==> src/rtl/wb_pkg.sv <==
`default_nettype none
// ============================================================================
// Module   : wb_pkg
// Purpose  : Shared widths and entry type for the writeback arbiter slice.
// Revision : 1.0 - initial release
// ============================================================================
package wb_pkg;

    localparam int WB_DATA_WIDTH_POW = 6;
    localparam int WB_DATA_WIDTH     = 1 << WB_DATA_WIDTH_POW;
    localparam int WB_RD_WIDTH       = 5;
    localparam int WB_FIFO_DEPTH_POW = 2;

    typedef struct packed {
        logic [WB_RD_WIDTH-1:0]   rd;
        logic [WB_DATA_WIDTH-1:0] data;
    } wb_entry_t;

    function automatic wb_entry_t wb_make_entry(
        input logic [WB_RD_WIDTH-1:0]   rd,
        input logic [WB_DATA_WIDTH-1:0] data
    );
        wb_entry_t e;
        e.rd   = rd;
        e.data = data;
        return e;
    endfunction

endpackage : wb_pkg
`default_nettype wire

==> src/rtl/wb_fifo.sv <==
`default_nettype none
// ============================================================================
// Module   : wb_fifo
// Purpose  : Synchronous FIFO holding ALU results that lost arbitration.
// Revision : 1.0 - initial release
// ============================================================================
module wb_fifo
    import wb_pkg::*;
#(
    parameter int  FIFO_DEPTH_POW = WB_FIFO_DEPTH_POW,
    parameter type T              = wb_entry_t
) (
    input  logic                  clk_i,
    input  logic                  rst_i,
    input  logic                  push_i,
    input  logic                  pop_i,
    input  T                      din_i,
    output T                      head_o,
    output logic [FIFO_DEPTH_POW:0] count_o,
    output logic                  full_o,
    output logic                  empty_o
);

    localparam int                  DEPTH     = 1 << FIFO_DEPTH_POW;
    localparam logic [FIFO_DEPTH_POW:0] DEPTH_CNT = (FIFO_DEPTH_POW + 1)'(DEPTH);

    T                          mem_q [DEPTH];
    logic [FIFO_DEPTH_POW-1:0] wr_ptr_q, wr_ptr_d;
    logic [FIFO_DEPTH_POW-1:0] rd_ptr_q, rd_ptr_d;
    logic [FIFO_DEPTH_POW:0]   count_q,  count_d;
    logic                      do_push;
    logic                      do_pop;

    assign full_o  = (count_q == DEPTH_CNT);
    assign empty_o = (count_q == '0);
    assign count_o = count_q;
    assign head_o  = mem_q[rd_ptr_q];

    assign do_push = push_i && !full_o;
    assign do_pop  = pop_i && !empty_o;

    // Pointers are exactly FIFO_DEPTH_POW bits, so increment wraps for free.
    always_comb begin
        wr_ptr_d = wr_ptr_q;
        rd_ptr_d = rd_ptr_q;
        count_d  = count_q;
        if (do_push) begin
            wr_ptr_d = wr_ptr_q + 1'b1;
        end
        if (do_pop) begin
            rd_ptr_d = rd_ptr_q + 1'b1;
        end
        case ({do_push, do_pop})
            2'b10:   count_d = count_q + 1'b1;
            2'b01:   count_d = count_q - 1'b1;
            default: count_d = count_q;
        endcase
    end

    always_ff @(posedge clk_i) begin
        if (rst_i) begin
            wr_ptr_q <= '0;
            rd_ptr_q <= '0;
            count_q  <= '0;
        end else begin
            wr_ptr_q <= wr_ptr_d;
            rd_ptr_q <= rd_ptr_d;
            count_q  <= count_d;
        end
    end

    // Storage needs no reset: occupancy alone decides what is readable.
    always_ff @(posedge clk_i) begin
        if (do_push && !rst_i) begin
            mem_q[wr_ptr_q] <= din_i;
        end
    end

endmodule : wb_fifo
`default_nettype wire

==> src/rtl/wb_arbiter.sv <==
`default_nettype none
// ============================================================================
// Module   : wb_arbiter
// Purpose  : Merges LSU and ALU results onto the register file write port.
// Revision : 1.0 - initial release
// ============================================================================
module wb_arbiter
    import wb_pkg::*;
#(
    parameter int REG_DATA_WIDTH_POW = WB_DATA_WIDTH_POW,
    parameter int REG_MEM_DEPTH_POW  = WB_RD_WIDTH,
    parameter int FIFO_DEPTH_POW     = WB_FIFO_DEPTH_POW,
    localparam int REG_DATA_WIDTH    = 1 << REG_DATA_WIDTH_POW
) (
    input  logic                         clk_in,
    input  logic                         reset,

    input  logic                         alu_valid_in,
    input  logic [REG_MEM_DEPTH_POW-1:0] alu_rd_in,
    input  logic [REG_DATA_WIDTH-1:0]    alu_data_in,
    output logic                         alu_ready_out,

    input  logic                         lsu_valid_in,
    input  logic [REG_MEM_DEPTH_POW-1:0] lsu_rd_in,
    input  logic [REG_DATA_WIDTH-1:0]    lsu_data_in,

    output logic                         write_en_out,
    output logic [REG_MEM_DEPTH_POW-1:0] rd_out,
    output logic [REG_DATA_WIDTH-1:0]    data_write_out,
    output logic [FIFO_DEPTH_POW:0]      fifo_count_out
);

    wb_entry_t out_q, out_d;
    logic      we_q,  we_d;

    wb_entry_t fifo_head;
    logic      fifo_full;
    logic      fifo_empty;
    logic      fifo_push;
    logic      fifo_pop;

    logic      alu_xfer;
    logic      alu_live;
    logic      lsu_live;
    logic      bypass;

    // Ready depends only on registered occupancy: no same-cycle pop credit.
    assign alu_ready_out = !fifo_full;
    assign alu_xfer      = alu_valid_in && alu_ready_out;

    // rd==0 transfers are accepted but never written nor queued.
    assign alu_live = alu_xfer && (alu_rd_in != '0);
    assign lsu_live = lsu_valid_in && (lsu_rd_in != '0);

    always_comb begin
        we_d     = 1'b0;
        out_d    = out_q;
        fifo_pop = 1'b0;
        bypass   = 1'b0;
        if (lsu_live) begin
            we_d  = 1'b1;
            out_d = wb_make_entry(lsu_rd_in, lsu_data_in);
        end else if (!fifo_empty) begin
            we_d     = 1'b1;
            fifo_pop = 1'b1;
            out_d    = fifo_head;
        end else if (alu_live) begin
            we_d   = 1'b1;
            bypass = 1'b1;
            out_d  = wb_make_entry(alu_rd_in, alu_data_in);
        end
        fifo_push = alu_live && !bypass;
    end

    wb_fifo #(
        .FIFO_DEPTH_POW (FIFO_DEPTH_POW),
        .T              (wb_entry_t)
    ) u_fifo (
        .clk_i   (clk_in),
        .rst_i   (reset),
        .push_i  (fifo_push),
        .pop_i   (fifo_pop),
        .din_i   (wb_make_entry(alu_rd_in, alu_data_in)),
        .head_o  (fifo_head),
        .count_o (fifo_count_out),
        .full_o  (fifo_full),
        .empty_o (fifo_empty)
    );

    always_ff @(posedge clk_in) begin
        if (reset) begin
            we_q  <= 1'b0;
            out_q <= '0;
        end else begin
            we_q  <= we_d;
            out_q <= out_d;
        end
    end

    assign write_en_out   = we_q;
    assign rd_out         = out_q.rd;
    assign data_write_out = out_q.data;

endmodule : wb_arbiter
`default_nettype wire

==> config.mk <==
export PLATFORM = sky130hd
export DESIGN_NAME = wb_arbiter
export DESIGN_NICKNAME = d
export VERILOG_FILES = /design/src/rtl/wb_pkg.sv /design/src/rtl/wb_fifo.sv /design/src/rtl/wb_arbiter.sv
export SDC_FILE = /design/constraint.sdc
export NUM_CORES = 1
export LEC_CHECK = 0
export CORE_UTILIZATION = 49
export DETAILED_ROUTE_END_ITERATION = 10
export PLACE_DENSITY = 0.75
export SLEW_MARGIN = 20
export SYNTH_ARGS = -nofsm -noshare
export SYNTH_HDL_FRONTEND = slang
export SYNTH_SLANG_ARGS = --single-unit
export TNS_END_PERCENT = 100
==> constraint.sdc <==
create_clock -name clk_in -period 8.36 [get_ports clk_in]
set_clock_uncertainty 0.15 [all_clocks]
set_input_delay 1.672 -clock clk_in [delete_from_list [all_inputs] [get_ports clk_in]]
set_output_delay 1.672 -clock clk_in [all_outputs]
set_load 0.01 [all_outputs]
# Yosys cells after proc, flatten, opt, wreduce, memory -nomap -nowiden
# Memory sizes are Yosys's and may differ from the RTL's. A register that Yosys moved wholly into a read port is not among the register bits.
# Cells that the tools add are included.
# classes
eq_ne,4
reduce_logical,15
mux,15
addsub,4
# ops
operator,count
69-bit 2-to-1 mux,3
5-bit nonzero test,2
1-bit 2-to-1 mux,9
1-bit logical AND,7
3-bit one-hot mux with 2 select lines,1
2-bit by 1-bit adder with 2-bit output (second input constant),2
1-bit logical NOT,4
2-bit 2-to-1 mux,2
3-bit by 1-bit adder with 3-bit output (second input constant),1
3-bit equality test (second input constant),1
3-bit logical NOT,1
3-bit by 1-bit != test with 1-bit output (second input constant),1
3-bit by 1-bit subtractor with 3-bit output (second input constant),1
2-bit by 1-bit equality test with 1-bit output (second input constant),1
2-bit equality test (second input constant),1
2-bit nonzero test,1
# totals
output_inout_bits,74
mem_bits_rw,276
regBits,77
wordCells,45
n_memories,1
# memory_table
name,words,word_bits,read_ports,rd_clocked_by_memory_dff,wr,line,rtl
u_fifo.mem_q,4,69,1,1,1,wb_fifo.sv:27,T mem_q [DEPTH];

# Depth between registers and ports, before layout
# logic_depth
ltp_word,13
mapped_depth,10
ltp_nobuf,9

# Hierarchy
# A second synthesis with hierarchy kept.
# unflattened
cells_unflattened,1055
hier_area_um2,15362.2
# by_module_without_submodules
mod,area_each_um2,seq_area_each_um2,cells_per_inst,n_inst
wb_fifo,10448.8,8468.1,415,1
wb_arbiter,4913.5,1401.3,640,1

# Least setup slack after synthesis
# No wires, ideal clock.
# synth_path
kind,in2reg
start,input lsu_valid_in
end,memory u_fifo.mem_q[1][0] (netlist name) (enable)
setup_time_ns,0.595
path_buffers,2
t_arrival_ns,7.704
cell_stages,5
slack_ns,-0.089
cell_sequence,clkbuf_1 > o21a_4 > clkbuf_1 > o21ai_1 > nor3b_1
# synth_via
elab_chain_len,8
# synth_lines
element,line,rtl
from (decl),wb_arbiter.sv:23,"input logic lsu_valid_in,"
1-bit logical AND,wb_arbiter.sv:53,assign lsu_live = lsu_valid_in && (lsu_rd_in != '0);
1-bit 2-to-1 mux,wb_arbiter.sv:60,if (lsu_live) begin
1-bit logical NOT,wb_arbiter.sv:72,fifo_push = alu_live && !bypass;
1-bit logical AND,wb_arbiter.sv:72,
1-bit logical AND,wb_fifo.sv:39,assign do_push = push_i && !full_o;
1-bit logical AND,wb_fifo.sv:74,if (do_push && !rst_i) begin
1-bit 2-to-1 mux,wb_fifo.sv:74,
1-bit 2-to-1 mux (not written as such),wb_fifo.sv:75,mem_q[wr_ptr_q] <= din_i;
to (decl),wb_fifo.sv:27,
# Every way passes these cells.

# Worst setup path in the final report
# layout_path
start,input lsu_rd_in[1]
end,"register out_q, in the netlist data_write_out[31]"
# layout_via
elab_chain_len,3
# layout_lines
element,line,rtl
from (decl),wb_arbiter.sv:24,"input logic [REG_MEM_DEPTH_POW-1:0] lsu_rd_in,"
5-bit nonzero test *,wb_arbiter.sv:53,
1-bit logical AND *,wb_arbiter.sv:53,
3-bit by 1-bit != test with 1-bit output (no source line) / 69-bit 2-to-1 mux (equally long branches),n/a,
to (signal assigned),wb_arbiter.sv:96,out_q <= out_d;
to (decl),wb_arbiter.sv:33,"wb_entry_t out_q, out_d;"
# Mark *: on every way between the ends. The rest lies on a longest branch, timed or not.
# A chain may end at the register's enable or synchronous reset.

==> reports/results.ini <==
[global_routing]
grt_pass1_vias = 8825
grt_max_degree = 71
groute.usage.overall_pct = 21.91
grt_pass1_wl_um = 48950
antenna_found_initial = 4
gr-total-overflow = 0

[timing]
rsz0062_at_grt = false
setup_slack_ns = 3.586
period_needed_ns = 4.774
finalHoldViolations = 0
fmax_ghz = 0.2095
setup_viol = 0
tns_ns = 0
fin_crit_sh_pct = 57.11
worst_slew_pin_slew_ns = 1.100
slew_headroom_pct = 26.13
whs_ns = 0.3120
slew_violations = 0

[place]
dp_hpwl_um = 18770
placed_area_sq_um = 16620
dp.cells = 1433
gp_congestion = 0.7428
post-place-ws_ns = 3.029
port_buffers = 215

[cells_and_area]
final_common_cell = edfxtp_1
drive_gt1_share_pct = 14.22
area_delta_synth_final_pct = 26.37
final_nets = 1241
fin_util_pct = 63.55
fin_cells = 1499
final_cell_mix = edfxtp_1 (276), clkdlybuf4s50_1 (215), nand2_1 (132)
stdcell_area_sq_um = 17850

[clock_tree]
clk_latency_ns = 0.51
h-tree-depth = 2
cts_setup_buffers = 0
ctsHoldBuffers = 0
clkSinkCount = 355
clkTransAtPathRegs_ns = 0.06
root_buffer = clkbuf_16
clockBufferDepth = 3
cts_tree = yes
numCtsBuffers = 36
post_cts_resized = 0

[detailed_routing]
first_iter_violations = 653
final_antenna_net_count = 0
drt-pass1-iter-count = 5
dr_total_vias = 8546
drt-total-wl_um = 31660
drc_errors = 0
post_drt_wl_per_cell_um = 21.12
detail_route.vias_per_cell = 5.701

[floorplan]
rows = 61
dieArea_sq_um = 29510
coreArea_sq_um = 28090
die-height_um = 171.8
pin_count = 216
die_w_um = 171.8
start_util_pct = 50.29

[synthesis]
synthTopCellsByArea = edfxtp_1 (59%), dfxtp_1 (11%), mux4_2 (11%)
ys_ff_latch = 355
ys_types = 39
avgSynthCellArea_sq_um = 15.94
ys_warn_count = 0
synth_fp_nets = 1034
async_flop_share_pct = 0
synth-edff-count = 276
synth_ff_type = edfxtp_1
syn-cell-area_sq_um = 14120
netlist.area_leader.share_pct = 58.68
synthCells = 886
synth_top_area_cell = edfxtp_1
ys_seq_area_share_pct = 69.88

[worst_hold_path]
hp-class = flop to flop
hold_path_depth = 1
min_from = data_write_out[7]

[worst_setup_path]
cp_max_fo = 70
critical_path_class = primary input to flop
cp.arrival_ns = 5.06
cp-end-kind = flop
path_cells = clkdlybuf4s50_1 > or4_4 > o21a_4 > nor4_4 > buf_4 > a32o_1
slowest_stage = nor4_4
rr_startpoint = u_fifo.count_o[2]
slowest_delay_ns = 1.00
cp-start-kind = primary input
critPathRequiredTime_ns = 8.65
r2r_cells = 4
critPathLaunch = lsu_rd_in[1]

[power_and_ir_drop]
ir_drop_uv = 228.9
powerDensity_nw_per_um2 = 298.6
leakage_nw = 5.868
p_total_mw = 5.330

[job]
cap_violations = 0

[status]
status = finished clean

==> cells by family (layout without fill, tap and decap cells) <==
| family | Yosys count | count (layout) | share of synthesized area [%] |
|---|---|---|---|
| other cells | 0 | 3 | 0 |
| fa+ha+maj | 6 | 6 | 0.5847 |
| buf+inv | 72 | 304 | 2.383 |
| xor+xnor | 2 | 2 | 0.1240 |
| simple gates | 286 | 286 | 9.896 |
| compound gates | 96 | 96 | 6.130 |
| mux | 69 | 69 | 11.00 |
| flops | 355 | 355 | 69.88 |
==> path summary, 6_finish.rpt <==
path                        endpoint  slack, ns
setup / recovery  data_write_out[31]       3.59
hold / removal     data_write_out[7]       0.31
setup reg to reg  data_write_out[31]       5.01
hold reg to reg    data_write_out[7]       0.31
==> sequential cells by signal, indices dropped and copies added (netlist names), named ones only <==
register	count
u_fifo.mem_q	276
write_en_out	1
u_fifo.rd_ptr_q	2
rd_out	5
data_write_out	64
u_fifo.wr_ptr_q	2
u_fifo.count_o	3
==> worst max-delay path, delay by kind of cell <==
| kind | cells | cell delay, ns |
|---|---|---|
| compound gates | 2 | 0.64 |
| buf+inv | 2 | 1.10 |
| simple gates | 2 | 1.58 |
==> layout make-up <==
class	instances	area [sq um]
diodes	3	7.507
clock buffers	43	947.2
clock inverters	20	271.5
fillers	2051	10240
inverters	11	41.29
multi-input cells	459	3963
flip-flops and latches	355	9877
well taps	378	473.0
repair buffers	230	2268
==> cells in the mapped netlist, types with 5 or more instances <==
cell type,count
a221oi_1,5
nand2b_1,64
a32o_1,64
dfxtp_1,79
inv_1,11
nand2_1,132
nand3_1,64
nor2_1,5
o21ai_0,6
mux4_2,69
ha_1,5
a21oi_1,8
buf_2,14
buf_6,6
edfxtp_1,276
clkbuf_1,37
==> metal layers <==
| layer | share of wire (%) | track usage (%) | vias up |
|---|---|---|---|
| met2 | 51 | 37.56 | 309 |
| met3 | 6.4 | 3.774 | 37 |
| met1 | 41 | 28.74 | 4321 |
| met4 | 1.5 | 6.272 | 2 |
| li1 | - | - | 3877 |
| met5 | 0.035 | 0 | - |
==> report_power, final <==
part           switching (mW)  internal (mW)
Clock                   0.640          0.998
Sequential              0.121           2.10
Combinational           0.787          0.682
Power figures use the tool's default switching activity.
